### src/rtl/mem_port_arbiter.sv
// Round-robin arbiter sharing one memory port between instruction fetch (IF) and load/store (LS).
// Tracks the outstanding read latency and steers the returned data to the requester that owns it.
module mem_port_arbiter #(
  parameter int ADDR_W = 12,
  parameter int DATA_W = 32,
  parameter int RD_LAT = 1
) (
  input  logic              clk_i,
  input  logic              rstn_i,
  input  logic              if_req_i,
  input  logic [ADDR_W-1:0] if_addr_i,
  output logic              if_gnt_o,
  output logic              if_rvalid_o,
  output logic [DATA_W-1:0] if_rdata_o,
  input  logic              ls_req_i,
  input  logic              ls_we_i,
  input  logic [ADDR_W-1:0] ls_addr_i,
  input  logic [DATA_W-1:0] ls_wdata_i,
  output logic              ls_gnt_o,
  output logic              ls_rvalid_o,
  output logic [DATA_W-1:0] ls_rdata_o,
  output logic [ADDR_W-1:0] addr_o,
  output logic              rd_en_o,
  output logic              wr_en_o,
  output logic [DATA_W-1:0] mem_data_o,
  input  logic [DATA_W-1:0] mem_data_i
);

  localparam logic       SRC_IF   = 1'b0;
  localparam logic       SRC_LS   = 1'b1;
  localparam logic [2:0] LAT_INIT = 3'(RD_LAT);

  typedef enum logic {S_IDLE, S_WAIT} state_t;

  state_t     state_reg, state_next;
  logic [2:0] lat_cnt_reg, lat_cnt_next;
  logic       owner_reg, owner_next;
  logic       last_gnt_reg, last_gnt_next;

  logic       rvalid_cycle;
  logic       grant_ok;
  logic       gnt_any;
  logic       gnt_src;
  logic       gnt_is_read;

  // Arbitration: a grant may issue in IDLE or on the final cycle of a pending read.
  always_comb begin
    rvalid_cycle = (state_reg == S_WAIT) && (lat_cnt_reg == 3'd1);
    grant_ok     = (state_reg == S_IDLE) || rvalid_cycle;
    gnt_any      = rstn_i && grant_ok && (if_req_i || ls_req_i);
    if (if_req_i && ls_req_i) begin
      gnt_src = ~last_gnt_reg;
    end else if (ls_req_i) begin
      gnt_src = SRC_LS;
    end else begin
      gnt_src = SRC_IF;
    end
    gnt_is_read = (gnt_src == SRC_IF) || !ls_we_i;
  end

  always_comb begin
    state_next    = state_reg;
    lat_cnt_next  = lat_cnt_reg;
    owner_next    = owner_reg;
    last_gnt_next = last_gnt_reg;
    if (gnt_any) begin
      last_gnt_next = gnt_src;
      if (gnt_is_read) begin
        state_next   = S_WAIT;
        lat_cnt_next = LAT_INIT;
        owner_next   = gnt_src;
      end else begin
        state_next   = S_IDLE;
        lat_cnt_next = 3'd0;
      end
    end else if (state_reg == S_WAIT) begin
      if (rvalid_cycle) begin
        state_next   = S_IDLE;
        lat_cnt_next = 3'd0;
      end else begin
        lat_cnt_next = lat_cnt_reg - 3'd1;
      end
    end
  end

  // last_gnt resets to LS so that IF wins the first conflict.
  always_ff @(posedge clk_i or negedge rstn_i) begin
    if (!rstn_i) begin
      state_reg    <= S_IDLE;
      lat_cnt_reg  <= 3'd0;
      owner_reg    <= SRC_IF;
      last_gnt_reg <= SRC_LS;
    end else begin
      state_reg    <= state_next;
      lat_cnt_reg  <= lat_cnt_next;
      owner_reg    <= owner_next;
      last_gnt_reg <= last_gnt_next;
    end
  end

  // Memory port drive: everything is zero unless a grant issues this cycle.
  always_comb begin
    if_gnt_o   = gnt_any && (gnt_src == SRC_IF);
    ls_gnt_o   = gnt_any && (gnt_src == SRC_LS);
    rd_en_o    = gnt_any && gnt_is_read;
    wr_en_o    = gnt_any && !gnt_is_read;
    addr_o     = '0;
    mem_data_o = '0;
    if (gnt_any) begin
      addr_o = (gnt_src == SRC_IF) ? if_addr_i : ls_addr_i;
    end
    if (wr_en_o) begin
      mem_data_o = ls_wdata_i;
    end
  end

  logic [1:0]        rvalid_vec;
  logic [DATA_W-1:0] rdata_arr [2];

  // Read return: only the owner sees rvalid, and rdata is forced to zero otherwise.
  for (genvar gi = 0; gi < 2; gi++) begin : g_ret
    assign rvalid_vec[gi] = rstn_i && rvalid_cycle && (owner_reg == 1'(gi));
    assign rdata_arr[gi]  = rvalid_vec[gi] ? mem_data_i : '0;
  end

  assign if_rvalid_o = rvalid_vec[0];
  assign ls_rvalid_o = rvalid_vec[1];
  assign if_rdata_o  = rdata_arr[0];
  assign ls_rdata_o  = rdata_arr[1];

endmodule

### config.mk
export PLATFORM = sky130hd
export DESIGN_NAME = mem_port_arbiter
export DESIGN_NICKNAME = d
export VERILOG_FILES = /design/src/rtl/mem_port_arbiter.sv
export SDC_FILE = /design/constraint.sdc
export NUM_CORES = 1
export LEC_CHECK = 0
export BUFFER_PORTS_ARGS = -buffer_cell sky130_fd_sc_hd__buf_2
export CAP_MARGIN = 20
export CORE_AREA = 3 3 78 80
export CTS_CLUSTER_SIZE = 12
export DETAILED_ROUTE_END_ITERATION = 7
export DIE_AREA = 0 0 81 83
export PLACE_DENSITY_LB_ADDON = 0.2
export REMOVE_ABC_BUFFERS = 1
export SYNTH_ARGS = -nofsm -noshare
export SYNTH_HDL_FRONTEND = slang
export SYNTH_SLANG_ARGS = --single-unit
### constraint.sdc
create_clock -name clk_i -period 1.5 [get_ports clk_i]
set_input_delay 0.3 -clock clk_i [delete_from_list [all_inputs] [get_ports clk_i]]
set_output_delay 0.3 -clock clk_i [all_outputs]
set_load 0.03 [all_outputs]
---- Yosys cells after proc, flatten, opt, wreduce, memory -nomap -nowiden ----
Index checks and enable logic that the tools add are counted.
storage, ports and cells
  register bits ........................... 6
  bits in latches ......................... 0
  RAM bits ................................ 0
  ROM bits ................................ 0
  output and inout port bits .............. 114
  word-level logic and storage cells ...... 43
  memories kept ........................... 0
cells by class
  $add $sub $neg .......................... 1
  multiply operators ...................... 0
  divide/modulo/power cells ............... 0
  $lt $le $gt $ge ......................... 0
  eq/ne operators ......................... 1
  shift-type cells ........................ 0
  muxes and demuxes ....................... 15
  bitwise operators ....................... 4
  reductions and logical operators ........ 18
operators by type and width
  cell                                                                 number
  32-bit two-way mux                                                   3
  12-bit two-way mux                                                   2
  1-bit logical AND                                                    11
  3-bit two-way mux                                                    3
  1-bit two-way mux                                                    7
  1-bit inverter                                                       4
  3-bit by 1-bit == test with 1-bit output (second input constant)     1
  1-bit logical OR                                                     3
  3-bit by 1-bit subtractor with 3-bit output (second input constant)  1
  1-bit zero test                                                      2
  2-bit AND reduction                                                  1
  2-bit nonzero test                                                   1

---- Logic depth before layout (Yosys ltp) ----
Gate-level depths: netlist of the first run.
  depth after elaboration ................. 7
  mapped depth ............................ 7

---- Least setup slack after synthesis of the first run ----
No wires, ideal clock.
  path type ............................... register to output
  from .................................... register lat_cnt_reg[1]
  to ...................................... output if_rdata_o[22]
  arrival ................................. 1606 ps
  required time ........................... 1200 ps
  setup slack ............................. -406 ps
  stages on the path, launching flop included .. 8
  buffers on the path ..................... 1
  cells stage by stage .................... dfrtp_1 -> inv_1 -> ha_1 -> nor2b_4 -> nand3_1 -> nor2_2 -> buf_2 -> and2_1
on the way
  cells in the longest elaborated chain, start to end .. 5
RTL lines
  element                                   line  text
  from (decl)                               36    logic [2:0] lat_cnt_reg, lat_cnt_next;
  from (signal assigned)                    95    lat_cnt_reg <= lat_cnt_next;
  3-bit by 1-bit == test with 1-bit output  48    rvalid_cycle = (state_reg == S_WAIT) && (lat_cnt_reg == 3'd1);
  1-bit logical AND                         48
  1-bit logical AND (2 in a row)            122   assign rvalid_vec[gi] = rstn_i && rvalid_cycle && (owner_reg == 1'(gi));
  net if_rvalid_o                           13    output logic if_rvalid_o,
  32-bit two-way mux                        123   assign rdata_arr[gi] = rvalid_vec[gi] ? mem_data_i : '0;
  to (decl)                                 14    output logic [DATA_W-1:0] if_rdata_o,
The timed path passes the listed nets, and every way through them passes these cells.

---- Worst setup path in the final report of the first run ----
  from .................................... register lat_cnt_reg[0]
  to ...................................... output mem_data_o[16]
on the way
  cells in the longest elaborated chain, start to end .. 7
RTL lines
  element                                   line  text
  3-bit by 1-bit == test with 1-bit output  48
  1-bit logical AND                         48
  1-bit logical OR                          49    grant_ok = (state_reg == S_IDLE) || rvalid_cycle;
  1-bit logical AND (2 in a row)            50    gnt_any = rstn_i && grant_ok && (if_req_i || ls_req_i);
  1-bit logical AND                         106   wr_en_o = gnt_any && !gnt_is_read;
  32-bit two-way mux                        112   if (wr_en_o) begin
  to (decl)                                 25    output logic [DATA_W-1:0] mem_data_o,
No other way between the ends.

==> results of run 1 <==
-- final cells by class --
class                           count  area, sq um  share of cell area [%]
Clock buffer                        4        45.04                   1.469
Inverter                            5        18.77                  0.6120
Multi-Input combinational cell    159         1051                   34.27
Sequential cell                     6        151.4                   4.937
Tap cell                           72        90.09                   2.938
Timing Repair Buffer              231         1710                   55.77
-- per-layer routing --
metal	vias to the layer above	track usage, %	routed length (microns)
met3	14	3.362	614
met1	859	17.08	2179
met4	0	5.530	148
li1	1010	-	-
met2	97	32.79	3594
met5	-	0	0
-- worst register-to-register path: stages, from the launching register on --
cell	delay (ns)
dfrtp_1	0.41
ha_4	0.17
nor2b_4	0.13
o21ai_4	0.16
buf_4	0.25
a21oi_4	0.06
buf_4	0.14
o21bai_1	0.14
-- cells in the final DEF, fill, tap and decap left out, types with 2 or more instances in the layout --
cell type	instances
buf_6	33
buf_12	4
clkbuf_8	3
clkbuf_16	2
a21oi_1	13
and2_1	80
a21o_1	2
inv_1	4
dfrtp_1	5
buf_2	93
nand2_1	25
nor2_4	2
buf_4	99
and2_4	17
-- timing repair --
item	in CTS	in global routing
setup buffers	0	4
cloned	0	2
gates resized for setup	147	31
setup endpoints to repair	118	119
pin swaps	0	7
hold endpoints to repair	0	0
-- logic make-up (layout without fill, tap and decap cells) --
family | Yosys count | in the layout | share of synthesized area [%]
buffers and inverters | 17 | 240 | 8.125
AND/OR/NAND/NOR | 134 | 134 | 65.31
adder cells (fa/ha/maj) | 2 | 2 | 2.083
AO/OA/AOI/OAI | 23 | 23 | 11.88
flip-flops | 6 | 6 | 12.60
-- worst max-delay path by stage --
stage / start / cells after the start / to / slack, ns
floorplan: lat_cnt_reg[1] / 6 / mem_data_o[0] / -0.73
global placement: lat_cnt_reg[1] / 8 / if_rdata_o[18] / -0.31
detailed placement: lat_cnt_reg[1] / 8 / if_rdata_o[3] / -0.35
CTS: lat_cnt_reg[1] / 8 / mem_data_o[0] / -0.54
global route: lat_cnt_reg[1] / 9 / mem_data_o[4] / -0.68
finish: lat_cnt_reg[0] / 8 / mem_data_o[16] / -0.60
-- per-stage QoR --
stage	cells	instance area (sq um)
after floorplan	170	1122
after global placement	467	2424
after detailed placement	467	2424
after CTS	471	2880
after global routing	477	3067
final	477	3067
-- where the power goes --
| group | internal [mW] | switching [mW] | leakage, nW |
|---|---|---|---|
| registers | 0.248 | 0.0564 | 0.0721 |
| logic | 0.966 | 1.14 | 1.65 |
| clock network | 0.183 | 0.0703 | 0.0228 |
==> key figures, run 1 <==
Cells and area
  • Area delta synth->final: 155.3%
  • Fill count: 505
  • Number of flip-flops in the largest register: 3
  • Antenna Cells: 0
  • Fin nets: 501
  • Final Util: 56.04%
  • Layout cells sized above 1: 65.93%

STA
  • Slew Limit Headroom: 85.07%
  • Skew final: 0.005755 ns
  • Final setup viols: 118
  • Clock period minus worst slack: 2.101 ns
  • Worst Tran Pin Value: 0.2240 ns
  • Final hold viol count: 0
  • Final WS setup: -0.6007 ns
  • Fin Hold WS: 0.08964 ns
  • Achievable frequency: 476.0 MHz
  • Tcrit/Tclk final: 140.0%
  • Final slew viol count: 0
  • Setup TNS: -57.44 ns
  • RSZ-0062 raised after global routing: true

Synth
  • Synth Cell Area: 1201 sq um
  • Post-Syn Instances: 182
  • Synth Warn #: 0
  • Top-area cell type share of the netlist area: 50.00%
  • Primary FF master, synth: dfrtp_1
  • Area leader, netlist: and2_1
  • Most frequent cell after synthesis: and2_1
  • Area contributors post-synth: and2_1 (50%), dfrtp_1 (10%), nand2_1 (8.1%)
  • EDFF count, synth: 0
  • Synth cell types: 26
  • Syn Area/Cell: 6.600 sq um
  • Synth Register Bits: 6
  • Top cells by count, synth: and2_1 (96), nand2_1 (26), a21oi_1 (14)
  • Sequential area share after synthesis: 12.60%
  • Fraction of registers with async set or reset after synthesis: 100.0%

Floorplan
  • Core box area: 5473 sq um
  • Starting Density: 21.95%
  • Die Area: 6723 sq um
  • Die Span Y: 83 microns
  • Die Width: 81 microns
  • FP Rows: 27
  • I/O pins: 207

Worst setup path
  • WP data required: 1.20 ns
  • R2R cell count: 7
  • Worst path arrival time: 1.80 ns
  • FF-to-FF Start: lat_cnt_reg[0]
  • Slowest stage delay, CP: 0.41 ns
  • Slowest CP cell: dfrtp_1
  • CP Launch Type: register
  • Top Family by Delay on Critical Path: simple AND/OR/NAND/NOR gates
  • Max FO, Critical Path: 16
  • Reg2reg end: state_reg
  • CP bufs+invs: 3
  • Worst-path cell chain: ha_4, nor2b_4, o21ai_4, nor3_4, buf_12, clkbuf_16, and2_1, buf_6
  • R2R setup slack: -0.08 ns
  • Crit Path Category: register to output pin
  • CP endpoint kind: output pin

CTS
  • TritonCTS clock tree: built
  • Clock latency on the worst-skew pair: 0.22 ns
  • CTS Root Cell: clkbuf_8
  • H-tree Lvls: 1
  • Clock-pin slew on the worst setup and hold paths: 0.04 ns
  • Sink Count: 6
  • Max Buffers Root-to-Sink: 2
  • Total CTS buffers: 3
  • CTS Hold Bufs: 0

Drt
  • Final ANT Viol Nets: 0
  • Post-DR wirelength/cell: 13.70 microns
  • Via count: 1980
  • Vias per cell: 4.151
  • Total wire length: 6537 microns
  • Residual DRC: 0
  • Initial drt markers: 37
  • Drt pass-1 iters: 4

Worst hold path
  • Min-Delay Path Class: primary input to async pin

Pwr
  • Pwr Total: 2.666 mW
  • Max rail drop VDD: 0.7241 mV
  • Leak: 1.742 nW
  • Pwr dens: 869.3 nW/um^2

Job
  • Number of max-cap violations: 0

Place
  • Dpl ws: -0.3481 ns
  • Port bufs: 206
  • HPWL Detailed: 4693 microns
  • Placer Congestion: 0.7970

Global routing
  • Largest net degree at the start of global routing: 34
  • Antenna violations before repair: 0
  • GRT overflow: 0
  • First-pass GRT wire length: 9397 microns
  • Total GRT Usage: 16.82%
  • Vias in the first global route: 1913

Status
  • Status: finished with violations
  • Failing checks: setup timing
(Power assumes the default switching activity.)
==> run 2, diff against run 1 <==
Settings changed: RECOVER_POWER from default to 100, TNS_END_PERCENT from default to 20.
==> run 2 against run 1 <==
  * Register-to-register slack is essentially flat
  * Sequential cell count is the same
  * Highest routed layer unchanged
  * Clock-buffer cell count unchanged
  * The flow still finishes with violations (setup timing)
  * Final cell count decreased by 0.84%
  * Critical endpoint is now if_rdata_o[3]
  * First-iteration DRC count increased by 32%
==> key figures, run 2 (same netlist as run 1, synthesis figures left out) <==
Status
  • Status: finished with violations
  • Failing checks: setup timing

Drt
  • Residual DRC: 0 (unchanged)
  • Vias per cell: 4.239 (+2.1%)
  • Post-DR wirelength/cell: 14.03 microns (+2.4%)
  • Total wire length: 6636 microns (+1.5%)
  • Initial drt markers: 49 (+32%)
  • Drt pass-1 iters: 4 (unchanged)
  • Via count: 2005 (+1.3%)
  • Final ANT Viol Nets: 0 (unchanged)

Worst setup path
  • WP data required: 1.20 ns (about the same)
  • R2R cell count: 8 (+1)
  • CP Launch Type: register
  • Top Family by Delay on Critical Path: simple AND/OR/NAND/NOR gates
  • WP depth: 8 (unchanged)
  • CP endpoint kind: output pin
  • Max FO, Critical Path: 16 (unchanged)
  • CP bufs+invs: 3 (unchanged)
  • FF-to-FF Start: lat_cnt_reg[1]
  • Worst path arrival time: 1.74 ns (-0.06 ns)
  • Reg2reg end: lat_cnt_reg[2]
  • Worst-path cell chain: inv_2, ha_1, nor2b_4, nand3_4, nor2_4, clkbuf_16, and2_1, buf_6
  • Crit Path Category: register to output pin
  • R2R setup slack: -0.07 ns (about the same)
  • Slowest stage delay, CP: 0.36 ns (-0.05 ns)
  • Slowest CP cell: dfrtp_1

Pwr
  • P_int: 1.359 mW (-2.7%)
  • Max rail drop VDD: 0.7142 mV (-1.4%)
  • Pwr Total: 2.611 mW (-2.0%)
  • Switching Fraction: 47.95% (+0.34 points)
  • Leak: 1.710 nW (-1.8%)
  • Logic pwr share: 79.1% (about the same)
  • Pwr dens: 851.4 nW/um^2 (-2.0%)
  • Reg power frac: 11.3% (about the same)
  • Clock power frac: 9.6% (about the same)
  • Psw: 1.252 mW (-1.4%)

STA
  • RSZ-0062 raised after global routing: true
  • Final slew viol count: 0 (unchanged)
  • Skew final: 0.004544 ns (-0.001211 ns)
  • Fin Hold WS: 0.1820 ns (+0.09231 ns)
  • Slew Limit Headroom: 76.58% (-8.5 points)
  • Final WS setup: -0.5372 ns (+0.06350 ns)
  • Final hold viol count: 0 (unchanged)
  • Worst Tran Pin Value: 0.3513 ns (+0.1274 ns)
  • Tcrit/Tclk final: 135.8% (-4.2 points)
  • Clock period minus worst slack: 2.037 ns (-0.06350 ns)
  • Achievable frequency: 490.9 MHz (+3.1%)
  • Final setup viols: 117 (-0.85%)

Floorplan
  • I/O pins: 207 (unchanged)
  • Starting Density: 21.95% (unchanged)
  • Die Area: 6723 sq um (unchanged)
  • Die Width: 81 microns (unchanged)
  • Die Span Y: 83 microns (unchanged)
  • FP Rows: 27 (unchanged)
  • Core box area: 5473 sq um (unchanged)

Place
  • HPWL Detailed: 4693 microns (unchanged)
  • Port bufs: 206 (unchanged)
  • Placer Congestion: 0.7970 (unchanged)
  • Placed insts: 467 (unchanged)
  • Dpl ws: -0.3481 ns (unchanged)

Cells and area
  • Fill count: 510 (+0.99%)
  • Commonest non-fill, non-tap cells in the layout: buf_2 (93), and2_1 (89), buf_4 (67), buf_6 (62), nand2_1 (25)
  • Antenna Cells: 0 (unchanged)
  • Layout cells sized above 1: 62.84% (-3.1 points)
  • Area delta synth->final: 155.3% (unchanged)
  • Layout Cells excl Fill: 473 (-0.84%)
  • Final Util: 56.04% (unchanged)
  • Commonest non-fill, non-tap cell in the layout: buf_2
  • Fin nets: 497 (-0.80%)
  • Number of flip-flops in the largest register: 3 (unchanged)

Global routing
  • Total GRT Usage: 16.82% (unchanged)
  • Vias in the first global route: 1912 (-0.052%)
  • GRT overflow: 0 (unchanged)
  • Grt met3 use: 3.688% (+0.33 points)
  • M2 GR Usage: 32.64% (-0.15 points)
  • Antenna violations before repair: 0 (unchanged)
  • Largest net degree at the start of global routing: 34 (unchanged)
  • Met1 global-route usage: 16.82% (-0.26 points)
  • GRT Max-Usage Layer: met2
  • First-pass GRT wire length: 9404 microns (about the same)

Worst hold path
  • Min-Delay Path Class: primary input to async pin

Job
  • Number of max-cap violations: 0 (unchanged)

CTS
  • Total CTS buffers: 3 (unchanged)
  • Clock-pin slew on the worst setup and hold paths: 0.04 ns (about the same)
  • CTS Root Cell: clkbuf_8
  • H-tree Lvls: 1 (unchanged)
  • TritonCTS clock tree: built
  • Clock latency on the worst-skew pair: 0.22 ns (about the same)
  • Max Buffers Root-to-Sink: 2 (unchanged)
  • Sink Count: 6 (unchanged)
  • CTS Hold Bufs: 0 (unchanged)
-- run 2: cell count changes in the layout (fill, tap and decap cells not counted), sizes merged --
cell and delta:
buf -4
-- run 2: worst max-delay path by stage --
stage                    from             end
2_1_floorplan  lat_cnt_reg[1]   mem_data_o[0]
3_3_place_gp   lat_cnt_reg[1]  if_rdata_o[18]
3_5_place_dp   lat_cnt_reg[1]   if_rdata_o[3]
4_1_cts        lat_cnt_reg[1]  if_rdata_o[18]
5_1_grt        lat_cnt_reg[1]  if_rdata_o[27]
6_report       lat_cnt_reg[1]   if_rdata_o[3]
-- run 2: area by class of cell --
cell class	instances	area, sq um	share of cell area, %
Sequential cell	6	151.4	4.937
Timing Repair Buffer	227	1755	57.24
Tap cell	72	90.09	2.938
Clock buffer	4	45.04	1.469
Multi-Input combinational cell	159	1006	32.80
Inverter	5	18.77	0.6120
-- run 2: through the flow --
step | cell area [sq um] | setup TNS (ns)
4_1_cts | 2887 | -55.16
3_3_place_gp | 2424 | -30.69
5_1_grt | 3067 | -69.16
3_5_place_dp | 2424 | -34.02
2_1_floorplan | 1122 | -75.05
6_report | 3067 | -54.78
-- run 2: metal layers --
metal	vias up	share of wire, %
li1	1001	-
met1	889	33
met2	101	56
met3	14	9.5
met4	0	2.0
met5	-	0
-- run 2: power groups by stage --
stage	registers, mW	logic [mW]	clock network (mW)
final	0.295	2.06	0.251
after global routing	0.305	2.23	0.279
after CTS	0.289	1.92	0.263
after detailed placement	0.291	1.72	0
after global placement	0.292	1.71	0
after floorplan	0.293	1.05	0
-- run 2: tightest hold or removal path, stage by stage --
cell and delay [ns]:
buf_2 0.09, buf_4 0.12, clkbuf_1 0.30
-- run 2: timing repair --
| item | 4_1_cts | 5_1_grt |
|---|---|---|
| buffers inserted | 0 | 1 |
| cloned | 0 | 1 |
| resized for setup | 149 | 46 |
| hold endpoints to repair | 0 | 0 |
| setup endpoints to repair | 118 | 119 |
| pin swaps | 1 | 5 |
==> run 3, diff against run 2 <==
Settings changed: CTS_BUF_LIST from default to sky130_fd_sc_hd__clkbuf_4.
Clock period 1.5 ns to 2.2 ns, I/O delays scaled along.
==> run 3 against run 2 <==
  * The run still ends with setup timing left
  * Hold slack lost 0.076 ns
  * Sequential share of layout area shrank 0.073 points
  * Wire length grew 1.7%
  * Clock skew shrank 0.0012 ns
  * Total power shrank 34%
  * Sequential cell count is the same
  * Clock-buffer cell count is the same
  * Via count shrank 0.30%
  * Sequential power shrank 27%
  * Global-route usage shrank 0.21 points
  * Clock power shrank 51%
==> key figures, run 3 (same netlist as run 1, synthesis figures left out) <==
Status
  • Status: finished with violations
  • Failing checks: setup timing

STA
  • Worst Tran Pin Value: 0.1778 ns (-0.1735 ns)
  • Skew final: 0.003314 ns (-0.001229 ns)
  • Setup TNS: -0.1283 ns (+54.65 ns)
  • Final hold viol count: 0 (unchanged)
  • Slew Limit Headroom: 88.12% (+12 points)
  • Final setup viols: 15 (-87%)
  • Clock period minus worst slack: 2.217 ns
  • Tcrit/Tclk final: 100.8%
  • Achievable frequency: 451.1 MHz
  • RSZ-0062 raised after global routing: true
  • Final WS setup: -0.01683 ns (+0.5203 ns)
  • Final slew viol count: 0 (unchanged)

Drt
  • Drt pass-1 iters: 4 (unchanged)
  • Initial drt markers: 40 (-18%)
  • Post-DR wirelength/cell: 14.37 microns (+2.4%)
  • Total wire length: 6752 microns (+1.7%)
  • Vias per cell: 4.253 (+0.34%)
  • Via count: 1999 (-0.30%)
  • Final ANT Viol Nets: 0 (unchanged)
  • Residual DRC: 0 (unchanged)

Global routing
  • Vias in the first global route: 1856 (-2.9%)
  • First-pass GRT wire length: 9073 microns (-3.5%)
  • Antenna violations before repair: 0 (unchanged)
  • Largest net degree at the start of global routing: 34 (unchanged)
  • Total GRT Usage: 16.61% (-0.21 points)
  • GRT overflow: 0 (unchanged)

Cells and area
  • Commonest non-fill, non-tap cells in the layout: buf_2 (109), buf_6 (64), and2_1 (63), buf_4 (43), and2_4 (33)
  • Multi-input gate area: 1069 sq um (+6.2%)
  • Layout Cells excl Fill: 470 (-0.63%)
  • Number of flip-flops in the largest register: 3 (unchanged)
  • Final instance area: 3113 sq um (+1.5%)
  • Area delta synth->final: 159.2%
  • Fill count: 488 (-4.3%)
  • Reg area: 151.4 sq um (unchanged)
  • Fin nets: 494 (-0.60%)
  • Commonest non-fill, non-tap cell in the layout: buf_2
  • Antenna Cells: 0 (unchanged)
  • Layout cells sized above 1: 68.59% (+5.8 points)

Place
  • DP Area: 2341 sq um (-3.4%)
  • Placed insts: 456 (-2.4%)
  • Placer Congestion: 0.7922 (-0.60%)
  • HPWL Detailed: 4777 microns (+1.8%)
  • Port bufs: 206 (unchanged)
  • Dpl ws: 0.1681 ns (+0.5162 ns)

Floorplan
  • I/O pins: 207 (unchanged)
  • Starting Density: 21.95% (unchanged)
  • Die Area: 6723 sq um (unchanged)
  • Core box area: 5473 sq um (unchanged)
  • Die Span Y: 83 microns (unchanged)
  • FP Rows: 27 (unchanged)
  • Die Width: 81 microns (unchanged)

Pwr
  • Leak: 1.743 nW (+1.9%)
  • Pwr Total: 1.728 mW (-34%)
  • Max rail drop VDD: 0.5642 mV (-21%)
  • Pwr dens: 555.1 nW/um^2 (-35%)

CTS
  • CTS Root Cell: clkbuf_4
  • Clock-pin slew on the worst setup and hold paths: 0.05 ns (about the same)
  • Sink Count: 6 (unchanged)
  • Max Buffers Root-to-Sink: 2 (unchanged)
  • CTS Hold Bufs: 0 (unchanged)
  • Clock latency on the worst-skew pair: 0.24 ns (+0.02 ns)
  • H-tree Lvls: 1 (unchanged)
  • Total CTS buffers: 3 (unchanged)
  • TritonCTS clock tree: built

Worst setup path
  • WP data required: 1.76 ns (+0.56 ns)
  • Max FO, Critical Path: 8 (-8)
  • CP Launch Type: register
  • CP endpoint kind: output pin
  • Worst path arrival time: 1.78 ns (+0.04 ns)
  • Setup crit start: lat_cnt_reg[1]
  • FF-to-FF Start: lat_cnt_reg[0]
  • Crit Path Category: register to output pin

Worst hold path
  • Min-Delay Path Class: primary input to async pin

Job
  • Number of max-cap violations: 0 (unchanged)
==> run 3: cell count changes in the layout (fill, tap and decap cells not counted), moves of 2 or more <==
cell	previous run	this run
a21oi_1	11	13
a21oi_2	3	1
and2_1	89	63
and2_4	8	33
buf_2	93	109
buf_4	67	43
buf_6	62	64
clkbuf_1	2	0
clkbuf_4	0	5
clkbuf_8	3	0
==> run 3: worst max-delay path, stage by stage, from the launching register on <==
cell and delay [ns]:
dfrtp_1 0.37, inv_2 0.07, ha_4 0.12, nor2b_4 0.19, nand3_4 0.11, nor2_4 0.13, buf_6 0.13, clkbuf_16 0.14
and2_4 0.13, buf_6 0.12
==> run 3: final timing paths <==
path	endpoint	slack [ns]	cells after the start
worst max-delay path	ls_rdata_o[7]	-0.02	9
worst min-delay path	lat_cnt_reg[0]	0.11	2
worst max register to register	lat_cnt_reg[0]	0.73	6
worst min register to register	last_gnt_reg	0.51	1
max in group asynchronous	last_gnt_reg	1.88	2
min in group clk_i	last_gnt_reg	0.51	1
==> run 3: final cells by class <==
| cell class | instances | share of cell area [%] |
|---|---|---|
| Clock buffer | 4 | 0.9646 |
| Timing Repair Buffer | 224 | 56.35 |
| Tap cell | 72 | 2.894 |
| Inverter | 5 | 0.6029 |
| Multi-Input combinational cell | 159 | 34.32 |
| Sequential cell | 6 | 4.863 |
==> run 3: per-layer routing <==
metal  vias up  routed length (microns)  track usage, %
met4         0                      114           3.072
met2        93                     3649           33.61
met5         -                        0               0
met3        10                      592           3.145
li1        998                        -               -
met1       898                     2395           16.92
==> run 3: through the flow <==
step	utilization [%]	hold WS, ns
2_1_floorplan	-	0.1444
3_3_place_gp	42.78	0.3619
5_1_grt	56.88	0.1002
3_5_place_dp	42.78	0.3554
6_report	56.88	0.1057
4_1_cts	50.02	0.09529
==> run 3: what timing repair did <==
item                       in CTS  in global routing
buffers inserted                2                  5
resized for setup             110                120
pin swaps                       3                 22
setup endpoints to repair      97                 99
cloned                          1                  2
==> run 3: power by group <==
| group | total (mW) | switching (mW) | internal [mW] |
|---|---|---|---|
| clock | 0.122 | 0.0409 | 0.0811 |
| combinational | 1.39 | 0.766 | 0.624 |
| sequential | 0.215 | 0.0471 | 0.168 |
| total | 1.73 | 0.854 | 0.874 |
